<file path="src/rtl/wash_pkg.sv">
`default_nettype none
// ============================================================================
//  Module   : wash_pkg
//  Brief    : Shared types, default durations and T2 duration selection for
//             the washing-machine dual countdown timer.
//  Options  : WASH_TIMER_PAUSE_EN (used by wash_countdown / wash_timer)
//  Revision : 1.0  initial release
// ============================================================================
package wash_pkg;

  // Timer FSM states
  typedef enum logic [1:0] {
    IDLE = 2'd0,
    RUN  = 2'd1,
    DONE = 2'd2
  } timer_state_e;

  // Default durations, in timer ticks
  localparam int unsigned DEF_CNT_W    = 8;
  localparam int unsigned DEF_TICK_DIV = 2;
  localparam int unsigned DEF_T1_TICKS = 4;
  localparam int unsigned DEF_WASH_M   = 6;
  localparam int unsigned DEF_WASH_L   = 10;
  localparam int unsigned DEF_RINSE_M  = 4;
  localparam int unsigned DEF_RINSE_L  = 6;
  localparam int unsigned DEF_DRY_M    = 5;
  localparam int unsigned DEF_DRY_L    = 8;

  // A zero-tick interval would expire on the load edge; treat it as one tick.
  function automatic int unsigned clamp_dur(input int unsigned d);
    return (d == 0) ? 1 : d;
  endfunction

  // Phase priority wash > rinse > dry; large load wins over medium.
  // With no phase flag the interval is a single tick.
  function automatic int unsigned select_t2_dur(
    input logic        wash,
    input logic        rinse,
    input logic        dry,
    input logic        lout,
    input int unsigned wash_m,
    input int unsigned wash_l,
    input int unsigned rinse_m,
    input int unsigned rinse_l,
    input int unsigned dry_m,
    input int unsigned dry_l
  );
    int unsigned d;
    if (wash)       d = lout ? wash_l  : wash_m;
    else if (rinse) d = lout ? rinse_l : rinse_m;
    else if (dry)   d = lout ? dry_l   : dry_m;
    else            d = 1;
    return clamp_dur(d);
  endfunction

endpackage
`default_nettype wire

</file>
<file path="src/rtl/wash_countdown.sv">
`default_nettype none
// ============================================================================
//  Module   : wash_countdown
//  Brief    : One countdown timer: IDLE/RUN/DONE FSM with tick prescaler and
//             tick counter. Done rises dur*TICK_DIV clocks after the load edge.
//  Options  : WASH_TIMER_PAUSE_EN adds a pause input that freezes counting.
//  Revision : 1.0  initial release
// ============================================================================
module wash_countdown
  import wash_pkg::*;
#(
  parameter int unsigned CNT_W    = 8,
  parameter int unsigned TICK_DIV = 2
) (
  input  logic             Clk,
  input  logic             nReset,
  input  logic             start,
  input  logic [CNT_W-1:0] dur,
`ifdef WASH_TIMER_PAUSE_EN
  input  logic             pause,
`endif
  output logic             done,
  output logic             busy
);

  localparam int unsigned     PS_W      = (TICK_DIV > 1) ? $clog2(TICK_DIV) : 1;
  localparam logic [PS_W-1:0] PS_RELOAD = PS_W'(TICK_DIV - 1);

  timer_state_e     state_q, state_d;
  logic [CNT_W-1:0] cnt_q, cnt_d;
  logic [PS_W-1:0]  ps_q, ps_d;
  logic [CNT_W-1:0] w_load_cnt;
  logic             w_freeze;

  // A zero duration must still take one full tick.
  assign w_load_cnt = (dur == '0) ? CNT_W'(1) : dur;

`ifdef WASH_TIMER_PAUSE_EN
  assign w_freeze = pause;
`else
  assign w_freeze = 1'b0;
`endif

  // State, prescaler and counter registers
  always_ff @(posedge Clk or negedge nReset) begin
    if (!nReset) begin
      state_q <= IDLE;
      cnt_q   <= '0;
      ps_q    <= '0;
    end else begin
      state_q <= state_d;
      cnt_q   <= cnt_d;
      ps_q    <= ps_d;
    end
  end

  // Next-state logic; abort (start low) takes precedence over expiry
  always_comb begin
    state_d = state_q;
    cnt_d   = cnt_q;
    ps_d    = ps_q;
    case (state_q)
      IDLE: begin
        if (start) begin
          state_d = RUN;
          cnt_d   = w_load_cnt;
          ps_d    = PS_RELOAD;
        end
      end
      RUN: begin
        if (!start) begin
          state_d = IDLE;
          cnt_d   = '0;
          ps_d    = '0;
        end else if (w_freeze) begin
          state_d = RUN;
        end else if (ps_q != '0) begin
          ps_d = ps_q - PS_W'(1);
        end else if (cnt_q == CNT_W'(1)) begin
          state_d = DONE;
          cnt_d   = '0;
        end else begin
          cnt_d = cnt_q - CNT_W'(1);
          ps_d  = PS_RELOAD;
        end
      end
      DONE: begin
        if (!start) begin
          state_d = IDLE;
        end
      end
      default: begin
        state_d = IDLE;
        cnt_d   = '0;
        ps_d    = '0;
      end
    endcase
  end

  // Outputs decode the state register only, so they carry no input paths
  assign busy = (state_q == RUN);
  assign done = (state_q == DONE);

endmodule
`default_nettype wire

</file>
<file path="src/rtl/wash_timer.sv">
`default_nettype none
// ============================================================================
//  Module   : wash_timer
//  Brief    : Dual countdown timer for the washing-machine controller.
//             T1 times fixed fill/drain intervals; T2 times phase durations
//             selected by phase and load size at the load edge.
//  Options  : WASH_TIMER_PAUSE_EN adds input pause (freezes running timers).
//  Revision : 1.0  initial release
// ============================================================================
module wash_timer
  import wash_pkg::*;
#(
  parameter int unsigned CNT_W    = DEF_CNT_W,
  parameter int unsigned TICK_DIV = DEF_TICK_DIV,
  parameter int unsigned T1_TICKS = DEF_T1_TICKS,
  parameter int unsigned WASH_M   = DEF_WASH_M,
  parameter int unsigned WASH_L   = DEF_WASH_L,
  parameter int unsigned RINSE_M  = DEF_RINSE_M,
  parameter int unsigned RINSE_L  = DEF_RINSE_L,
  parameter int unsigned DRY_M    = DEF_DRY_M,
  parameter int unsigned DRY_L    = DEF_DRY_L
) (
  input  logic Clk,
  input  logic nReset,
  input  logic T1start,
  input  logic T2start,
  input  logic Mout,
  input  logic Lout,
  input  logic wash,
  input  logic rinse,
  input  logic dry,
`ifdef WASH_TIMER_PAUSE_EN
  input  logic pause,
`endif
  output logic T1done,
  output logic T2done,
  output logic T1busy,
  output logic T2busy
);

  logic [CNT_W-1:0] w_t1_dur;
  logic [CNT_W-1:0] w_t2_dur;
  logic             w_unused_mout;

  // Medium is the fallback size whenever Lout is clear, so Mout carries no
  // information of its own.
  assign w_unused_mout = Mout;

  assign w_t1_dur = CNT_W'(clamp_dur(T1_TICKS));
  // The countdown latches this only on its load edge, so later flag changes
  // have no effect on a running interval.
  assign w_t2_dur = CNT_W'(select_t2_dur(wash, rinse, dry, Lout,
                                         WASH_M, WASH_L, RINSE_M, RINSE_L,
                                         DRY_M, DRY_L));

  wash_countdown #(
    .CNT_W    (CNT_W),
    .TICK_DIV (TICK_DIV)
  ) u_t1 (
    .Clk    (Clk),
    .nReset (nReset),
    .start  (T1start),
    .dur    (w_t1_dur),
`ifdef WASH_TIMER_PAUSE_EN
    .pause  (pause),
`endif
    .done   (T1done),
    .busy   (T1busy)
  );

  wash_countdown #(
    .CNT_W    (CNT_W),
    .TICK_DIV (TICK_DIV)
  ) u_t2 (
    .Clk    (Clk),
    .nReset (nReset),
    .start  (T2start),
    .dur    (w_t2_dur),
`ifdef WASH_TIMER_PAUSE_EN
    .pause  (pause),
`endif
    .done   (T2done),
    .busy   (T2busy)
  );

endmodule
`default_nettype wire

</file>
<file path="config.mk">
export PLATFORM = sky130hd
export DESIGN_NAME = wash_timer
export DESIGN_NICKNAME = d
export VERILOG_FILES = /design/src/rtl/wash_pkg.sv /design/src/rtl/wash_countdown.sv /design/src/rtl/wash_timer.sv
export SDC_FILE = /design/constraint.sdc
export NUM_CORES = 1
export LEC_CHECK = 0
export ABC_AREA = 1
export BUFFER_PORTS_ARGS = -buffer_cell sky130_fd_sc_hd__buf_2
export CAP_MARGIN = 0
export CORE_MARGIN = 2
export CORE_UTILIZATION = 56
export CTS_CLUSTER_SIZE = 16
export DETAILED_ROUTE_END_ITERATION = 12
export GPL_ROUTABILITY_DRIVEN = 0
export GPL_TIMING_DRIVEN = 0
export PLACE_DENSITY = 0.87
export SYNTH_ARGS = -nofsm -noshare
export SYNTH_HDL_FRONTEND = slang
export SYNTH_SLANG_ARGS = --single-unit
</file>
<file path="constraint.sdc">
create_clock -name Clk -period 2.8 [get_ports Clk]
set_input_delay 0.28 -clock Clk [delete_from_list [all_inputs] [get_ports Clk]]
set_output_delay 0.28 -clock Clk [all_outputs]
set_load 0.01 [all_outputs]
</file>
==> flow_results.xml <==
<?xml version="1.0" encoding="UTF-8"?>
<metrics>
  <group name="die">
    <metric name="io_pins" unit="">13</metric>
    <metric name="fp.coreArea" unit="um2">2480</metric>
    <metric name="num_rows" unit="">18</metric>
    <metric name="die_area" unit="um2">3060</metric>
    <metric name="dieWidth" unit="um">55.3</metric>
    <metric name="start_util" unit="%">59.5</metric>
    <metric name="chipHeight" unit="um">55.3</metric>
  </group>
  <group name="timing">
    <metric name="slew_viol_final" unit="">0</metric>
    <metric name="timing.final.crit_share" unit="%">54.7</metric>
    <metric name="finClkSkew" unit="ns">0.00497</metric>
    <metric name="rsz0062_at_grt" unit="">no</metric>
    <metric name="max_freq" unit="MHz">653</metric>
    <metric name="holdWs" unit="ns">0.196</metric>
    <metric name="finalCriticalPeriod" unit="ns">1.53</metric>
    <metric name="finalSetupViolCount" unit="">0</metric>
    <metric name="tns" unit="ns">0</metric>
    <metric name="transition_time_at_the_pin_with_the_least_slew_margin" unit="ns">0.486</metric>
    <metric name="timing.final.hold_violations" unit="">0</metric>
    <metric name="maxSlewHeadroom" unit="%">67.6</metric>
  </group>
  <group name="clock_network">
    <metric name="cts_tree" unit="">done</metric>
    <metric name="tritoncts_num_sinks" unit="">22</metric>
    <metric name="clk-insertion-delay-late" unit="ns">0.31</metric>
    <metric name="clock_tree.root_cell" unit="">sky130_fd_sc_hd__clkbuf_4</metric>
    <metric name="cts_max_level" unit="">1</metric>
    <metric name="cts-buffers-inserted" unit="">3</metric>
    <metric name="clk_transition_reported_paths" unit="ns">0.13</metric>
    <metric name="clock_tree.buffer_depth" unit="">2</metric>
  </group>
  <group name="power">
    <metric name="power-per-cell-area" unit="nW/um2">1130</metric>
    <metric name="total_power" unit="mW">1.82</metric>
    <metric name="cell_internal_pwr" unit="uW">913</metric>
    <metric name="net_sw_share" unit="%">49.7</metric>
    <metric name="power_leakage" unit="nW">0.916</metric>
    <metric name="power.combinational.fraction" unit="%">57.9</metric>
    <metric name="max-vdd-ir-drop" unit="mV">0.726</metric>
    <metric name="switching_power" unit="uW">903</metric>
    <metric name="pwr-share-clk" unit="%">9.9</metric>
    <metric name="p_seq_share" unit="%">32.3</metric>
  </group>
  <group name="synth">
    <metric name="synth_top_family_by_area" unit="">simple AND/OR/NAND/NOR gates</metric>
    <metric name="syn-num-nets" unit="">233</metric>
    <metric name="synth_warn" unit="">0</metric>
    <metric name="synthesis.area_per_instance" unit="um2">6.70</metric>
    <metric name="synth_area_in_xor_xnor" unit="%">2.97</metric>
    <metric name="yosysUniqueCellTypes" unit="">24</metric>
    <metric name="synth_area_leader_cell" unit="">sky130_fd_sc_hd__dfrtp_1</metric>
    <metric name="synthesis.area" unit="um2">1470</metric>
    <metric name="synth-seq-area-share" unit="%">37.4</metric>
    <metric name="synthCells" unit="">220</metric>
    <metric name="netlist.area_leader.share" unit="%">37.4</metric>
    <metric name="main_area_contributors_after_synthesis" unit="">sky130_fd_sc_hd__dfrtp_1, sky130_fd_sc_hd__nand2_1, sky130_fd_sc_hd__inv_1</metric>
    <metric name="synth-compound-area-share" unit="%">10.9</metric>
    <metric name="synthSimpleGateAreaFrac" unit="%">35.0</metric>
    <metric name="synth-seq-cells" unit="">22</metric>
    <metric name="yosys-mux-area-fraction" unit="%">0</metric>
    <metric name="synthesized_area_fraction_occupied_by_adder_cells" unit="%">3.40</metric>
  </group>
  <group name="finish">
    <metric name="seqCellArea" unit="um2">551</metric>
    <metric name="multi_input_comb_area" unit="um2">769</metric>
    <metric name="insertedDiodeCount" unit="">0</metric>
    <metric name="final_net_count" unit="">250</metric>
    <metric name="drive_gt1_share" unit="%">12.7</metric>
    <metric name="filler_cell_count" unit="">228</metric>
    <metric name="finalNonFillerCells" unit="">266</metric>
    <metric name="area_growth" unit="%">9.42</metric>
  </group>
  <group name="global_route">
    <metric name="grt_max_degree" unit="">23</metric>
    <metric name="grt_resource_usage_total" unit="%">21.0</metric>
    <metric name="antenna_violations_before_repair" unit="">0</metric>
    <metric name="grt_pass1_wl" unit="um">5210</metric>
    <metric name="global_route.overflow_total" unit="">0</metric>
    <metric name="first_global_vias" unit="">1263</metric>
  </group>
  <group name="min_path">
    <metric name="worstHoldStart" unit="">T2start</metric>
    <metric name="hold_end" unit="">u_t2.state_q[1]</metric>
    <metric name="whs_path_depth" unit="">3</metric>
    <metric name="hold_path.class" unit="">input pin to flop</metric>
  </group>
  <group name="worst_setup_path">
    <metric name="arrival" unit="ns">1.25</metric>
    <metric name="criticalPathCategory" unit="">flop to output pin</metric>
    <metric name="data_required_critical_path" unit="ns">2.52</metric>
    <metric name="worstRegToRegCells" unit="">8</metric>
    <metric name="path_max_fanout" unit="">5</metric>
    <metric name="nature_of_the_critical_path_startpoint" unit="">flop</metric>
    <metric name="ff2ff_setup_slack" unit="ns">1.43</metric>
    <metric name="reg2reg_from" unit="">u_t2.cnt_q[3]</metric>
    <metric name="timing.critical_path.to_type" unit="">output pin</metric>
    <metric name="r2r_end" unit="">u_t2.cnt_q[3]</metric>
  </group>
  <group name="placement">
    <metric name="hpwlAfterDp" unit="um">2160</metric>
    <metric name="portbufs" unit="">11</metric>
    <metric name="placedCellCount" unit="">261</metric>
  </group>
  <group name="routing">
    <metric name="routed_wirelength" unit="um">2840</metric>
    <metric name="drt_first_pass_iters" unit="">4</metric>
    <metric name="route.detailed.drc" unit="">0</metric>
    <metric name="avgRoutedWirePerCell" unit="um">10.7</metric>
    <metric name="drt_first_iter_violations" unit="">58</metric>
    <metric name="num_vias" unit="">1330</metric>
    <metric name="antenna_left" unit="">0</metric>
    <metric name="route.detailed.vias_per_inst" unit="">5.00</metric>
  </group>
  <group name="outcome">
    <metric name="outcome" unit="">finished clean</metric>
  </group>
  <group name="run">
    <metric name="max_cap_violations" unit="">0</metric>
  </group>
</metrics>
-- kinds of logic after synthesis --
logic type / Yosys count
buf+inv: 41
fa+ha+maj: 4
compound gates: 30
simple gates: 118
flops: 22
xor+xnor: 5
-- layout make-up --
cell class,instances,share of cell area [%]
clock buffers,4,2.25
well taps,30,2.33
repair buffers,12,4.03
flip-flops and latches,22,34.1
inverters,41,9.54
multi-input cells,157,47.7
-- per-stage QoR --
stage          worst slack (ns)  instance area (um2)  util (%)
5_1_grt                    1.18                 1610      65.1
3_5_place_dp               1.47                 1570      63.2
3_3_place_gp               1.47                 1570      63.2
4_1_cts                    1.26                 1610      65.1
2_1_floorplan              1.63                 1470         -
6_report                   1.27                 1610      65.1
-- cells in the mapped netlist --
cell                       n
sky130_fd_sc_hd__o22ai_1   1
sky130_fd_sc_hd__nor2_4    1
sky130_fd_sc_hd__nor2_2    1
sky130_fd_sc_hd__xnor2_1   1
sky130_fd_sc_hd__o31ai_1   1
sky130_fd_sc_hd__nand4_1   2
sky130_fd_sc_hd__inv_1    36
sky130_fd_sc_hd__nand3_2   1
sky130_fd_sc_hd__nand2_2   4
sky130_fd_sc_hd__o21ai_2   1
sky130_fd_sc_hd__nand3_4   1
sky130_fd_sc_hd__ha_1      4
sky130_fd_sc_hd__nand3_1  14
sky130_fd_sc_hd__inv_2     5
sky130_fd_sc_hd__o21ai_1   6
sky130_fd_sc_hd__a31oi_1   2
sky130_fd_sc_hd__dfrtp_1  22
sky130_fd_sc_hd__o21ai_0  14
sky130_fd_sc_hd__xor2_1    4
sky130_fd_sc_hd__nor3_1    2
sky130_fd_sc_hd__nor2_1   23
sky130_fd_sc_hd__nand2_4   1
sky130_fd_sc_hd__a21oi_1   5
sky130_fd_sc_hd__nand2_1  68
-- power groups by stage --
| stage | sequential (mW) | clock, mW | combinational (mW) |
|---|---|---|---|
| 2_1_floorplan | 0.560 | 0 | 0.847 |
| 3_3_place_gp | 0.589 | 0 | 1.02 |
| 3_5_place_dp | 0.590 | 0 | 1.04 |
| 4_1_cts | 0.583 | 0.183 | 1.06 |
| 5_1_grt | 0.607 | 0.194 | 1.24 |
| 6_report | 0.586 | 0.179 | 1.05 |
-- state kept, by name, indices dropped and copies added, names as in the netlist --
| signal | cells |
|---|---|
| u_t1.state_q | 2 |
| u_t2.ps_q | 1 |
| u_t2.state_q | 2 |
| u_t1.cnt_q | 8 |
| u_t1.ps_q | 1 |
| u_t2.cnt_q | 8 |
-- repair_timing --
action	4_1_cts	5_1_grt
resized for setup	0	0
endpoints found under the hold margin	22	0
buffers inserted	0	0
hold buffers	1	0
-- worst max-delay path, cell delays in order (launching register included) --
cell	delay, ns
sky130_fd_sc_hd__dfrtp_1	0.46
sky130_fd_sc_hd__inv_1	0.09
sky130_fd_sc_hd__nor2_1	0.21
sky130_fd_sc_hd__buf_2	0.18
-- worst max-delay path by stage --
| stage | from | endpoint | slack, ns | cells after the start |
|---|---|---|---|---|
| after floorplan | u_t1.cnt_q[0] | u_t1.cnt_q[4] | 1.63 | 8 |
| after global placement | u_t2.cnt_q[3] | u_t2.cnt_q[3] | 1.47 | 8 |
| after detailed placement | u_t2.cnt_q[3] | u_t2.cnt_q[3] | 1.47 | 8 |
| after CTS | u_t1.state_q[1] | T1done | 1.26 | 3 |
| after global routing | u_t1.state_q[1] | T1done | 1.18 | 3 |
| final | u_t1.state_q[1] | T1done | 1.27 | 3 |
-- per-layer routing --
metal  global-route usage, %  part of all wire (%)  up-vias
met5                       0                     0        -
li1                        -                     -      717
met1                    25.8                    47      583
met2                    35.9                    47       21
met3                    4.68                   3.7        9
met4                    7.67                   1.9        0
-- placed cells by master, fill, tap and decap left out, types with 2 or more instances in the layout --
master,n
sky130_fd_sc_hd__clkbuf_4,3
sky130_fd_sc_hd__a21oi_1,5
sky130_fd_sc_hd__nand2_1,68
sky130_fd_sc_hd__nand2_2,4
sky130_fd_sc_hd__ha_1,4
sky130_fd_sc_hd__inv_1,36
sky130_fd_sc_hd__o21ai_0,14
sky130_fd_sc_hd__o21ai_1,6
sky130_fd_sc_hd__a31oi_1,2
sky130_fd_sc_hd__nor2_1,23
sky130_fd_sc_hd__nor3_1,2
sky130_fd_sc_hd__inv_2,5
sky130_fd_sc_hd__xor2_1,4
sky130_fd_sc_hd__buf_2,11
sky130_fd_sc_hd__nand4_1,2
sky130_fd_sc_hd__nand3_1,14
sky130_fd_sc_hd__dfrtp_1,22
Power figures use the tool's default switching activity.
